**src/rtl/seg_serial_tx.sv**
```systemverilog
`timescale 1ns/1ps
`default_nettype none
// ============================================================================
// Module      : seg_serial_tx
// Description : Shifts a segment-pattern frame MSB-first into the display's
//               cascaded shift registers, then strobes the latch enable.
//               Optional build macro SEG_AUTO_REFRESH_EN resends automatically
//               whenever the input frame differs from the last one sent.
// Revision    : 1.0 - initial release
// ============================================================================
module seg_serial_tx #(
    parameter int WIDTH = 64,
    parameter int DIV   = 4,
    parameter int CW    = 16
) (
    input  logic             clk,
    input  logic             rstn,
    input  logic             start,
    input  logic [WIDTH-1:0] data,
    output logic             busy,
    output logic             done,
    output logic             seg_clk,
    output logic             seg_dt,
    output logic             seg_pen,
    output logic             seg_clr_n
);

    localparam int              BW         = (WIDTH > 1) ? $clog2(WIDTH) : 1;
    localparam logic [CW-1:0]   c_div_max  = CW'(DIV - 1);
    localparam logic [BW-1:0]   c_last_bit = BW'(WIDTH - 1);

    typedef enum logic [2:0] {
        IDLE     = 3'd0,
        SHIFT_LO = 3'd1,
        SHIFT_HI = 3'd2,
        LATCH    = 3'd3,
        DONE     = 3'd4
    } state_t;

    state_t           r_state;
    state_t           w_next;
    logic [WIDTH-1:0] r_shift;
    logic [WIDTH-1:0] w_shift_nxt;
    logic [BW-1:0]    r_bit;
    logic [BW-1:0]    w_bit_nxt;
    logic [CW-1:0]    r_div;
    logic [CW-1:0]    w_div_nxt;
    logic             w_div_end;
    logic             r_dt;
    logic             w_dt_nxt;
    logic             w_go;
    logic             r_busy;
    logic             r_done;
    logic             r_clk;
    logic             r_pen;
    logic             r_clr_n;

`ifdef SEG_AUTO_REFRESH_EN
    logic [WIDTH-1:0] r_last;

    assign w_go = start || (data != r_last);

    always_ff @(posedge clk or negedge rstn) begin
        if (!rstn) begin
            r_last <= '0;
        end else if (r_state == IDLE && w_go) begin
            r_last <= data;
        end
    end
`else
    assign w_go = start;
`endif

    always_comb begin
        w_next      = r_state;
        w_shift_nxt = r_shift;
        w_bit_nxt   = r_bit;
        w_dt_nxt    = r_dt;
        w_div_end   = (r_div == c_div_max);
        w_div_nxt   = w_div_end ? '0 : r_div + CW'(1);
        case (r_state)
            IDLE: begin
                w_div_nxt = '0;
                if (w_go) begin
                    w_next      = SHIFT_LO;
                    w_shift_nxt = data;
                    w_bit_nxt   = '0;
                    w_dt_nxt    = data[WIDTH-1];
                end
            end
            SHIFT_LO: begin
                if (w_div_end) begin
                    w_next = SHIFT_HI;
                end
            end
            SHIFT_HI: begin
                if (w_div_end) begin
                    w_shift_nxt = r_shift << 1;
                    if (r_bit == c_last_bit) begin
                        // last bit stays on the line through the latch pulse
                        w_next = LATCH;
                    end else begin
                        w_bit_nxt = r_bit + BW'(1);
                        w_dt_nxt  = r_shift[WIDTH-2];
                        w_next    = SHIFT_LO;
                    end
                end
            end
            LATCH: begin
                if (w_div_end) begin
                    w_next = DONE;
                end
            end
            DONE: begin
                w_div_nxt = '0;
                w_next    = IDLE;
            end
            default: begin
                w_div_nxt = '0;
                w_next    = IDLE;
            end
        endcase
    end

    // Outputs are registered from the next state so they align with it.
    always_ff @(posedge clk or negedge rstn) begin
        if (!rstn) begin
            r_state <= IDLE;
            r_shift <= '0;
            r_bit   <= '0;
            r_div   <= '0;
            r_dt    <= 1'b0;
            r_busy  <= 1'b0;
            r_done  <= 1'b0;
            r_clk   <= 1'b0;
            r_pen   <= 1'b0;
            r_clr_n <= 1'b0;
        end else begin
            r_state <= w_next;
            r_shift <= w_shift_nxt;
            r_bit   <= w_bit_nxt;
            r_div   <= w_div_nxt;
            r_dt    <= w_dt_nxt;
            r_busy  <= (w_next != IDLE);
            r_done  <= (r_state == DONE);
            r_clk   <= (w_next == SHIFT_HI);
            r_pen   <= (w_next == LATCH);
            r_clr_n <= 1'b1;
        end
    end

    assign busy      = r_busy;
    assign done      = r_done;
    assign seg_clk   = r_clk;
    assign seg_dt    = r_dt;
    assign seg_pen   = r_pen;
    assign seg_clr_n = r_clr_n;

endmodule
`default_nettype wire

```
**config.mk**
```make
export PLATFORM = sky130hd
export DESIGN_NAME = seg_serial_tx
export DESIGN_NICKNAME = d
export VERILOG_FILES = /design/src/rtl/seg_serial_tx.sv
export SDC_FILE = /design/constraint.sdc
export NUM_CORES = 1
export LEC_CHECK = 0
export CAP_MARGIN = 20
export CELL_PAD_IN_SITES_DETAIL_PLACEMENT = 1
export CELL_PAD_IN_SITES_GLOBAL_PLACEMENT = 1
export CORE_MARGIN = 2
export CORE_UTILIZATION = 41
export DETAILED_ROUTE_END_ITERATION = 6
export GPL_ROUTABILITY_DRIVEN = 0
export PLACE_DENSITY = 0.77
export REMOVE_ABC_BUFFERS = 1
export SLEW_MARGIN = 20
export SYNTH_ARGS = -nofsm -noshare
export SYNTH_HDL_FRONTEND = slang
export SYNTH_SLANG_ARGS = --single-unit
```
**constraint.sdc**
```tcl
create_clock -name clk -period 2.6 [get_ports clk]
set_input_delay 0.52 -clock clk [delete_from_list [all_inputs] [get_ports clk]]
set_output_delay 0.52 -clock clk [all_outputs]
set_load 0.05 [all_outputs]
```
==> impl_metrics.toml <==
[setup_path]
worstPathRequired_ns = 2.82
end_kind = "register"
critPathArrivalTime_ns = 2.39
worst-path-max-fanout = 14
path_cells = "nor4_1 -> nand4_1 -> buf_4 -> a22oi_1 -> mux2_2"
cp-start-kind = "register"
cp_top_family = "simple AND/OR/NAND/NOR gates"
critPathKind = "reg -> reg"
r2r_slack_ns = 0.43
worst-path-buf-inv = 1
slowest_stage = "dfrtp_1"
critPathMaxStageDelay_ns = 0.44

[route]
wl_um = 10660
drc = 0
drt-initial-drc-count = 117
wl_per_cell_um = 15.30
postRouteAntennaNets = 0
drt_first_pass_iters = 4
vias = 3547
viasPerCell = 5.089

[sta]
max_clock_freq_ghz = 0.4601
period_share = 0.8359
slew_headroom = 0.5456
finalClockSkew_ns = 0.005256
rsz0062_at_grt = "no"
setup_viol = 0
fin_setup_tns_ns = 0
hold_viol = 0
worst-slew-pin-transition_ns = 0.6744
layout_min_cycle_time_ns = 2.173
drv_slew = 0

[final_layout]
fillCellCount = 1243
finalInstanceArea_mm2 = 0.005769
antenna_cells = 0
area_growth_pct = 24.25
fin_nets = 621
drive_gt1_frac = 0.1652

[clock_tree]
holdBufCountCts = 0
cts.htree.levels = 3
cts_buffer_depth = 2
cts_resized = 0
cts_sinks = 94
cts_setup_buffers = 0
clkLatencyLatePin_ns = 0.34
path_clk_slew_ns = 0.07
cts_tree = "built"
numCtsBuffers = 9
cts_root_buf = "clkbuf_16"

[floorplanning]
pin_count = 73
initial_utilization = 0.4246
die_area_mm2 = 0.01219
fp.dieH_um = 110.4
core_mm2 = 0.01094
rows = 38
die_w_um = 110.4

[placed_design]
port_buffers = 72
hpwl_um = 7118
post_dp_cell_area_mm2 = 0.005493

[logic_synthesis]
postSynthCellCount = 487
synth-seq-cells = 94
ys_seq_area_frac = 0.5066
ys_warn_count = 0
syn_area_per_cell_um2 = 9.534
syn-cell-area_mm2 = 0.004643
synth_cell_type_count = 38

[power]
irDropWorstVdd_uv = 504.0
p_clk_frac = 0.220
power.density_mw_per_mm2 = 967.5
switching_share = 0.3370
power_leakage_uw = 0.002607
p_seq_frac = 0.429
total_power_uw = 5582
intPower_uw = 3701
p_sw_uw = 1881
combPwrFrac = 0.352

[hold_path]
min_path_type = "in -> async"

[global_route]
antenna_found_initial = 0
grt_overflow = 0
grt_pass1_wl_um = 18550
gr-usage-all-layers = 0.1824
gr-usage-met1 = 0.2335
grtUsageMet3 = 0.02964
grt_busiest_layer = "met2"
grt_max_degree = 69
grt_pass1_vias = 3804
use_met2 = 0.3166

[job]
drv_cap = 0

[outcome]
outcome = "completed"
==> cells in the mapped netlist <==
cell	instances	area, um2
nand2_1	197	739.5
dfrtp_1	94	2352
mux2_2	60	675.7
nor2_1	14	52.55
clkbuf_1	11	41.29
nand3_1	10	50.05
xor2_1	9	78.83
nand4_1	8	50.05
o21ai_0	8	40.04
buf_2	7	35.03
a21oi_1	6	30.03
inv_1	6	22.52
and3_1	5	31.28
buf_6	5	56.30
mux2i_1	5	50.05
a221oi_1	4	35.03
mux2_1	4	45.04
nand2b_1	4	25.02
or3_1	4	25.02
nor3_1	3	15.01
buf_1	2	7.510
ha_1	2	25.02
nor4_1	2	12.51
o22ai_1	2	12.51
or3b_2	2	17.52
a211o_1	1	8.760
a22oi_1	1	7.510
a31o_2	1	8.760
and2_1	1	6.260
and4_1	1	8.760
buf_4	1	7.510
conb_1	1	3.750
nand3b_1	1	7.510
nor3b_2	1	12.51
nor4b_2	1	15.01
o21ai_4	1	16.27
or2_2	1	6.260
xnor2_1	1	8.760
==> logic make-up (layout without fill, tap and decap cells) <==
| family | count (synthesis) | in the layout | share of synthesized area |
|---|---|---|---|
| XOR/XNOR | 10 | 10 | 0.01886 |
| adder cells (fa/ha/maj) | 2 | 2 | 0.005389 |
| AO/OA/AOI/OAI | 24 | 24 | 0.03422 |
| flip-flops | 94 | 94 | 0.5066 |
| other | 1 | 1 | 0.0008076 |
| buffers and inverters | 32 | 102 | 0.03665 |
| multiplexers | 69 | 69 | 0.1660 |
| AND/OR/NAND/NOR | 255 | 255 | 0.2315 |
==> placed cells by master, fill, tap and decap left out, types with 2 or more instances in the layout <==
| cell type | count |
|---|---|
| a21oi_1 | 6 |
| inv_1 | 6 |
| nand4_1 | 8 |
| and3_1 | 5 |
| nand3_1 | 10 |
| or3b_2 | 2 |
| buf_12 | 3 |
| nor2_1 | 14 |
| clkdlybuf4s50_1 | 71 |
| mux2i_1 | 5 |
| clkinv_2 | 3 |
| o22ai_1 | 2 |
| or3_1 | 4 |
| nor4_1 | 2 |
| dfrtp_1 | 94 |
| nand2_1 | 197 |
| nand2b_1 | 4 |
| nor3_1 | 3 |
| clkbuf_16 | 9 |
| buf_4 | 6 |
| xor2_1 | 9 |
| mux2_1 | 4 |
| clkinvlp_4 | 3 |
| o21ai_0 | 8 |
| ha_1 | 2 |
| mux2_2 | 60 |
| a221oi_1 | 4 |
==> power by group through the flow <==
stage	clock network (uW)	registers (uW)	logic [uW]
2_1_floorplan	0	2400	1320
3_3_place_gp	0	2370	1890
3_5_place_dp	0	2420	1990
4_1_cts	1260	2400	2000
5_1_grt	1320	2480	2180
6_report	1230	2390	1960
==> per-layer routing <==
| metal | routed length, um | part of all wire |
|---|---|---|
| met3 | 381 | 0.036 |
| met2 | 5438 | 0.51 |
| met1 | 4707 | 0.44 |
| met4 | 134 | 0.013 |
| met5 | 0 | 0 |
==> flip-flops by register name, indices dropped and copies added (netlist names) <==
name,count
seg_clk,1
busy,1
seg_dt,1
done,1
r_div,16
seg_clr_n,1
r_bit,6
r_state,3
seg_pen,1
r_shift,63
==> through the flow <==
step | setup slack [ns] | util | hold slack (ns) | instances
3_3_place_gp | 0.4715 | 0.5023 | 0.4511 | 681
6_report | 0.4267 | 0.5276 | 0.09121 | 697
3_5_place_dp | 0.4237 | 0.5023 | 0.4628 | 681
5_1_grt | 0.2573 | 0.5276 | 0.1188 | 697
4_1_cts | 0.4042 | 0.5276 | 0.1036 | 697
2_1_floorplan | -1.364 | - | 0.2244 | 461
==> path summary, 6_finish.rpt <==
kind | from | cells after the start | to
setup / recovery | r_div[12] | 5 | seg_dt
hold / removal | rstn | 1 | r_shift[53]
setup reg to reg | r_div[12] | 5 | seg_dt
hold reg to reg | r_div[0] | 1 | r_div[0]
max in group asynchronous | rstn | 2 | r_shift[17]
min in group clk | r_div[0] | 1 | r_div[0]
==> cell type report <==
| class | instances | area (um2) | area share |
|---|---|---|---|
| Sequential cell | 94 | 2352 | 0.4077 |
| Multi-Input combinational cell | 361 | 2127 | 0.3687 |
| Timing Repair Buffer | 80 | 815.8 | 0.1414 |
| Clock buffer | 10 | 239.0 | 0.04142 |
| Tap cell | 140 | 175.2 | 0.03036 |
| Clock inverter | 6 | 37.54 | 0.006506 |
| Inverter | 6 | 22.52 | 0.003904 |
Note: power is estimated with default switching activity, not from simulation.
